`src/rtl/dqs_amble_gen.sv`:
```
// DQS preamble / postamble / interamble pattern generator, 2 DQS bits per PHY clock.
// Patterns are shifted MSB-first out of an 8-bit register; outputs are registered.
module dqs_amble_gen (
   input  logic       i_clk,
   input  logic       i_rst,
   input  logic       i_enable,
   input  logic       i_pre_start,
   input  logic       i_post_start,
   input  logic       i_inter_start,
   input  logic [1:0] i_pre_sel,
   input  logic       i_post_sel,
   input  logic [3:0] i_gap,
   output logic [1:0] o_preamble_bits,
   output logic       o_preamble_valid,
   output logic       o_preamble_done,
   output logic       o_postamble_done,
   output logic [1:0] o_interamble_bits,
   output logic       o_interamble_done,
   output logic       o_busy
);

   typedef enum logic [1:0] {IDLE, PRE, POST, INTER} state_t;

   state_t     state;
   logic [2:0] cnt;
   logic [7:0] sh;

   logic [7:0] pre_pat, post_pat, inter_pat, ld_pat;
   logic [2:0] pre_len, post_len, inter_len, ld_len;
   state_t     ld_state;
   logic       ld, last;

   state_t     nx_state;
   logic [2:0] nx_cnt;
   logic [7:0] nx_sh;
   logic [1:0] nx_bits;
   logic       nx_done;

   // Patterns are held left-aligned so the first cycle's bits are always [7:6].
   always_comb begin
      case (i_pre_sel)
         2'b01:   begin pre_pat = 8'b0000_1000; pre_len = 3'd3; end
         2'b10:   begin pre_pat = 8'b0000_1010; pre_len = 3'd4; end
         default: begin pre_pat = 8'b0010_0000; pre_len = 3'd2; end
      endcase

      if (i_post_sel) begin
         post_pat = 8'b1000_0000;
         post_len = 3'd2;
      end else begin
         post_pat = 8'b0000_0000;
         post_len = 3'd1;
      end

      if (i_gap == 4'd0) begin
         inter_pat = 8'b1000_0000;
         inter_len = 3'd1;
      end else if (i_gap < {1'b0, pre_len}) begin
         inter_pat = pre_pat << {pre_len - i_gap[2:0], 1'b0};
         inter_len = i_gap[2:0];
      end else begin
         inter_pat = pre_pat;
         inter_len = pre_len;
      end
   end

   always_comb begin
      last     = (state == IDLE) || (cnt == 3'd0);
      ld       = 1'b1;
      ld_state = IDLE;
      ld_pat   = '0;
      ld_len   = 3'd1;
      // Interamble may pre-empt a running postamble at any cycle.
      if (i_inter_start && (last || state == POST)) begin
         ld_state = INTER;
         ld_pat   = inter_pat;
         ld_len   = inter_len;
      end else if (i_pre_start && last) begin
         ld_state = PRE;
         ld_pat   = pre_pat;
         ld_len   = pre_len;
      end else if (i_post_start && last) begin
         ld_state = POST;
         ld_pat   = post_pat;
         ld_len   = post_len;
      end else begin
         ld = 1'b0;
      end
   end

   always_comb begin
      nx_state = IDLE;
      nx_cnt   = '0;
      nx_sh    = '0;
      nx_bits  = '0;
      nx_done  = 1'b0;
      if (ld) begin
         nx_state = ld_state;
         nx_cnt   = ld_len - 3'd1;
         nx_sh    = {ld_pat[5:0], 2'b00};
         nx_bits  = ld_pat[7:6];
         nx_done  = (ld_len == 3'd1);
      end else if (!last) begin
         nx_state = state;
         nx_cnt   = cnt - 3'd1;
         nx_sh    = {sh[5:0], 2'b00};
         nx_bits  = sh[7:6];
         nx_done  = (cnt == 3'd1);
      end
   end

   always_ff @(posedge i_clk or negedge i_rst) begin
      if (!i_rst) begin
         state             <= IDLE;
         cnt               <= '0;
         sh                <= '0;
         o_preamble_bits   <= '0;
         o_preamble_valid  <= 1'b0;
         o_preamble_done   <= 1'b0;
         o_postamble_done  <= 1'b0;
         o_interamble_bits <= '0;
         o_interamble_done <= 1'b0;
         o_busy            <= 1'b0;
      end else if (i_enable) begin
         state             <= nx_state;
         cnt               <= nx_cnt;
         sh                <= nx_sh;
         o_preamble_bits   <= (nx_state == PRE) ? nx_bits : 2'b00;
         o_preamble_valid  <= (nx_state == PRE);
         o_preamble_done   <= (nx_state == PRE) && nx_done;
         o_postamble_done  <= (nx_state == POST) && nx_done;
         o_interamble_bits <= (nx_state == INTER) ? nx_bits : 2'b00;
         o_interamble_done <= (nx_state == INTER) && nx_done;
         o_busy            <= (nx_state != IDLE);
      end
   end

endmodule

```
`config.mk`:
```
export PLATFORM = sky130hd
export DESIGN_NAME = dqs_amble_gen
export DESIGN_NICKNAME = d
export VERILOG_FILES = /design/src/rtl/dqs_amble_gen.sv
export SDC_FILE = /design/constraint.sdc
export NUM_CORES = 1
export LEC_CHECK = 0
export BUFFER_PORTS_ARGS = -buffer_cell sky130_fd_sc_hd__buf_2
export CAP_MARGIN = 0
export CORE_MARGIN = 2
export CORE_UTILIZATION = 55
export CTS_CLUSTER_SIZE = 10
export DETAILED_ROUTE_END_ITERATION = 8
export PLACE_DENSITY = 0.78
export SLEW_MARGIN = 15
export SYNTH_ARGS = -nofsm -noshare
export SYNTH_HDL_FRONTEND = slang
export SYNTH_SLANG_ARGS = --single-unit
```
`constraint.sdc`:
```
create_clock -name i_clk -period 2.6 [get_ports i_clk]
set_clock_uncertainty 0.05 [all_clocks]
set_input_delay 0.52 -clock i_clk [delete_from_list [all_inputs] [get_ports i_clk]]
set_output_delay 0.52 -clock i_clk [all_outputs]
set_load 0.05 [all_outputs]
```
[Word-level counts from Yosys, hierarchy flattened]
Cells that the tools add are included.
Operators by class
  order comparisons: 1
  shift-type cells: 1
  muxes and demuxes: 32
  reductions and logical operators: 12
  $add $sub $neg: 3
  equality and inequality tests: 8
Operators by type and width (number)
  8-bit two-way mux: 8
  3-bit two-way mux: 7
  2-bit two-way mux: 10
  6-bit one-hot mux with 2 select lines: 1
  2-bit == test (second input constant): 4
  8-bit by 4-bit left shift with 8-bit output: 1
  3-bit by 1-bit == test with 1-bit output (second input constant): 2
  1-bit logical AND: 6
  3-bit one-hot mux with 2 select lines: 1
  3-bit by 1-bit subtractor with 3-bit output (second input constant): 2
  1-bit two-way mux: 5
  2-bit by 1-bit == test with 1-bit output (second input constant): 2
  4-bit zero test: 1
  4-bit by 3-bit less-than comparator with 1-bit output: 1
  3-bit zero test: 1
  3-bit subtractor: 1
  2-bit zero test: 1
  1-bit logical OR: 2
  2-bit nonzero test: 1
Word-level totals
  bits in registers: 22
  input bits: 13
  logic and storage cells: 67

[Depth between registers and ports, before layout]
  word-level depth: 9
  mapped depth: 14

[Least setup slack after synthesis]
Ideal clock, no wire load.
  path kind: input to register
  start: input port i_pre_sel[0]
  end: register cnt[2]
  buffers on the path: 0
  path slack: -408 ps
  arrival time: 2834 ps
  stages: 13
  setup time: 124 ps
  cells stage by stage: inv_1 -> ha_1 -> inv_1 -> ha_1 -> a211oi_2 -> nand2_1 -> or4_1 -> o211a_2 -> inv_1 -> ha_1 -> inv_1 -> and3_1 -> a211o_1
On the way
  cells in the longest elaborated chain, start to end: 8
  elaborated cells between the ends (all ways): 10
RTL lines
  start, declared: RTL line 10  | input logic [1:0] i_pre_sel,
  2-bit == test / 2-bit by 1-bit == test with 1-bit output (equally long branches): RTL line 41  | case (i_pre_sel)
  3-bit one-hot mux with 2 select lines (*): RTL line 41
  4-bit by 3-bit less-than comparator with 1-bit output: RTL line 58  | end else if (i_gap < {1'b0, pre_len}) begin
  3-bit two-way mux: RTL line 58
  3-bit two-way mux: RTL line 55  | if (i_gap == 4'd0) begin
  3-bit two-way mux (*): RTL line 74  | if (i_inter_start && (last || state == POST)) begin
  3-bit by 1-bit subtractor with 3-bit output (*): RTL line 99  | nx_cnt = ld_len - 3'd1;
  3-bit two-way mux (*): RTL line 97  | if (ld) begin
  end signal, assigned: RTL line 126  | cnt <= nx_cnt;
  end, declared: RTL line 25  | logic [2:0] cnt;
Every way passes the cells marked *; elsewhere a longest branch is shown, timed or not.
A chain may end at the register's enable or synchronous reset.

[Worst setup path after layout]
Ends and elaborated chain as after synthesis.

==> impl_metrics.env <==
export IMPL_status="finished clean"
export IMPL_synth_edf_count=0
export IMPL_max_freq_ghz=0.3948
export IMPL_p_total_uw=1495
export IMPL_drv_max_cap_violation_count=0
export IMPL_timing_rr_start="cnt[0]"
export IMPL_grt_pass1_wl_um=5326
export IMPL_vdd_ir_drop_worst_uv=954.8
export IMPL_via_count=1287
export IMPL_die_x_um=54.03
export IMPL_drt_antenna_violating_nets=0
export IMPL_multi_input_comb_area_sq_um=938.4
export IMPL_worst_r2r_path_depth=12
export IMPL_start_util=0.5658
export IMPL_dpl_worst_slack_ns=-0.3099
export IMPL_number_of_different_library_cells_in_the_post_synthesis_netlist=54
export IMPL_minimum_setup_slack_in_the_final_design_ns=0.06695
export IMPL_grt_pass1_vias=1203
export IMPL_cts_root_buffer="clkbuf_4"
export IMPL_routabilityCongestion=0.8942
export IMPL_track_usage=0.2567
export IMPL_crit_path_cell_trace="buf_2 -> inv_4 -> ha_4 -> inv_4 -> ha_4 -> a211oi_2 -> nand2_1 -> or4_4 -> o211a_4 -> inv_2 -> ha_4 -> inv_2 -> a211oi_2 -> o211a_1 -> a211o_1"
export IMPL_dominant_combinational_cell_family_by_area_after_synthesis="compound AO/OA/AOI/OAI gates"
export IMPL_post_route_drc_count=0
export IMPL_antenna_found_initial=0
export IMPL_critPathRequiredTime_ns=2.80
export IMPL_yosysWarnings=0
export IMPL_cp_start_kind="input port"
export IMPL_seq_area_sq_um=375.4
export IMPL_synthesized_instance_count=153
export IMPL_initialDrtViolationCount=33
export IMPL_syn2layout_area_growth_pct=24.55
export IMPL_final_hold_worst_slack_ns=0.05999
export IMPL_cts_sinks=15
export IMPL_cp_most_frequent_cell="ha_4"
export IMPL_hpwl_um=2680
export IMPL_period_share=0.9742
export IMPL_yosysSeqAreaShare=0.2727
export IMPL_synth_compound_area_frac=0.2709
export IMPL_via_per_inst=5.797
export IMPL_cpPeakStageDelay_ns=0.42
export IMPL_path_class="in2reg"
export IMPL_synthesized_flop_and_latch_total=15
export IMPL_detail_route_wl_per_cell_um=15.18
export IMPL_final_nets=221
export IMPL_yosys_area_share_adder=0.1418
export IMPL_synth_simple_area_share=0.2009
export IMPL_min_path_type="in2async"
export IMPL_period_minus_slack_ns=2.533
export IMPL_drive_gt1_frac=0.3594
export IMPL_rrSetupSlack_ns=0.07
export IMPL_insertedDiodeCount=0
export IMPL_max_clock_path_buffers=2
export IMPL_first_pass_iteration_count_of_the_detailed_router=4
export IMPL_cp_arrival_ns=2.74
export IMPL_clk_slew_on_worst_s_h_paths_ns=0.10
export IMPL_muxShareOfSynthArea=0.008182
export IMPL_timing_hold_violations_final=0
export IMPL_synth_avg_cell_area_sq_um=8.996
export IMPL_global_route_overflow_total=0
export IMPL_tritoncts_num_buffers=3
export IMPL_rsz_0062_raised_after_global_routing="yes"
export IMPL_cts_htree_levels=1
export IMPL_tritoncts_clock_tree="done"
export IMPL_end_kind="flop"
export IMPL_placementRows=18
export IMPL_floorplan_core_area_sq_um=2432
export IMPL_report_final_setup_viol=0
export IMPL_placement_io_buffers=19
export IMPL_timing_final_max_slew_violations=0
export IMPL_dieArea_sq_um=2919
export IMPL_syn_area_sq_um=1376
export IMPL_pin_count=22
export IMPL_die_height_um=54.03
export IMPL_detail_route_wirelength_um=3369
export IMPL_maximum_number_of_pins_on_one_net_before_global_route_repair=25
export IMPL_synth_xor_area_share=0.006364
export IMPL_n_fill_cell=187
export IMPL_reg2reg_to="cnt[2]"
export IMPL_worstPathMaxFanout=4
export IMPL_asyncSetResetFlopFracSynth=1.000
export IMPL_cellLeakagePower_uw=0.0007993
export IMPL_clock_insertion_delay_worst_skew_ns=0.31
export IMPL_timing_critical_path_slowest_stage_cell="or4_4"
export IMPL_power_density_cell_area_nw_per_um2=871.9
export IMPL_ys_flop_type="dfrtp_1"
## cells by family after synthesis
logic type,Yosys count
multiplexers,1
flip-flops,15
buffers and inverters,25
other,1
XOR/XNOR,1
AO/OA/AOI/OAI,48
AND/OR/NAND/NOR,47
adder cells (fa/ha/maj),15
## cell type report
class	count	area share
clock buffers	3	0.01314
clock inverters	1	0.004380
inverters	18	0.04234
multi-input cells	114	0.5474
flip-flops and latches	15	0.2190
well taps	30	0.02190
repair buffers	41	0.1518
## registers in the layout, indices dropped and copies added, names as in the netlist
name,count
cnt,3
sh,3
state,2
o_busy,1
o_interamble_bits,1
o_interamble_done,1
o_postamble_done,1
o_preamble_bits,1
o_preamble_done,1
o_preamble_valid,1
## stage by stage
step	utilization	cells	TNS, ns	area, sq um
3_3_place_gp	0.6857	218	-1.119	1668
5_1_grt	0.7047	222	-0.04572	1714
3_5_place_dp	0.6857	218	-1.527	1668
2_1_floorplan	-	154	-0.1776	1435
4_1_cts	0.6980	222	0	1698
6_report	0.7047	222	0	1714
## Yosys cell counts (all sizes together), types with 4 or more instances
master,instances,area share
inv,18,0.049
dfrtp,15,0.27
ha,14,0.13
nand2,13,0.037
o21ai,11,0.043
a21oi,9,0.038
nand3,5,0.018
nor2,5,0.014
buf,4,0.025
nor4,4,0.027
o211a,4,0.029
o221ai,4,0.030
## metal layers
metal	track usage	share of wire
met5	0	0
met1	0.3391	0.45
met2	0.3984	0.46
met3	0.06111	0.055
met4	0.1125	0.026
## how the worst max path moves through the flow
| stage | to | slack, ns | cells after the start | from |
|---|---|---|---|---|
| after detailed placement | cnt[2] | -0.31 | 15 | i_pre_sel[0] |
| after global placement | cnt[2] | -0.23 | 14 | i_pre_sel[0] |
| after global routing | sh[5] | -0.04 | 11 | i_pre_sel[1] |
| after floorplan | cnt[2] | -0.15 | 13 | i_pre_sel[0] |
| after CTS | cnt[2] | 0.007 | 15 | i_pre_sel[0] |
| final | cnt[2] | 0.07 | 15 | i_pre_sel[0] |
## worst max-delay path: cells and delay by family
kind	cells	cell delay [ns]
fa+ha+maj	3	0.50
simple gates	2	0.52
buf+inv	5	0.33
compound gates	5	0.86
## cell usage in the layout, fill, tap and decap left out, types with 3 or more instances in the layout
| master | synthesis | final |
|---|---|---|
| nor2_1 | 5 | 5 |
| buf_2 | 0 | 19 |
| nand2_1 | 12 | 12 |
| o21ai_0 | 7 | 7 |
| nor2b_1 | 3 | 3 |
| o211a_1 | 3 | 3 |
| a21oi_1 | 7 | 7 |
| o21a_1 | 3 | 3 |
| dfrtp_1 | 15 | 15 |
| buf_4 | 3 | 22 |
| o21ai_1 | 3 | 3 |
| o221ai_1 | 3 | 3 |
| inv_1 | 18 | 14 |
| nand3_1 | 5 | 5 |
| ha_1 | 14 | 10 |
| clkbuf_4 | 0 | 3 |
| ha_4 | 0 | 3 |
## where the power goes
| part | total, uW | leakage [uW] | internal [uW] | switching (uW) |
|---|---|---|---|---|
| clock network | 147 | 0.0000139 | 58.8 | 87.9 |
| logic | 942 | 0.000603 | 366 | 577 |
| registers | 405 | 0.000183 | 319 | 86.1 |
| total | 1490 | 0.000799 | 744 | 751 |
## timing repair
action,in CTS,in global routing
buffers inserted,0,0
endpoints found under the setup margin,0,5
hold buffers,0,0
gates resized for setup,0,4
Note: power is estimated with default switching activity, not from simulation.
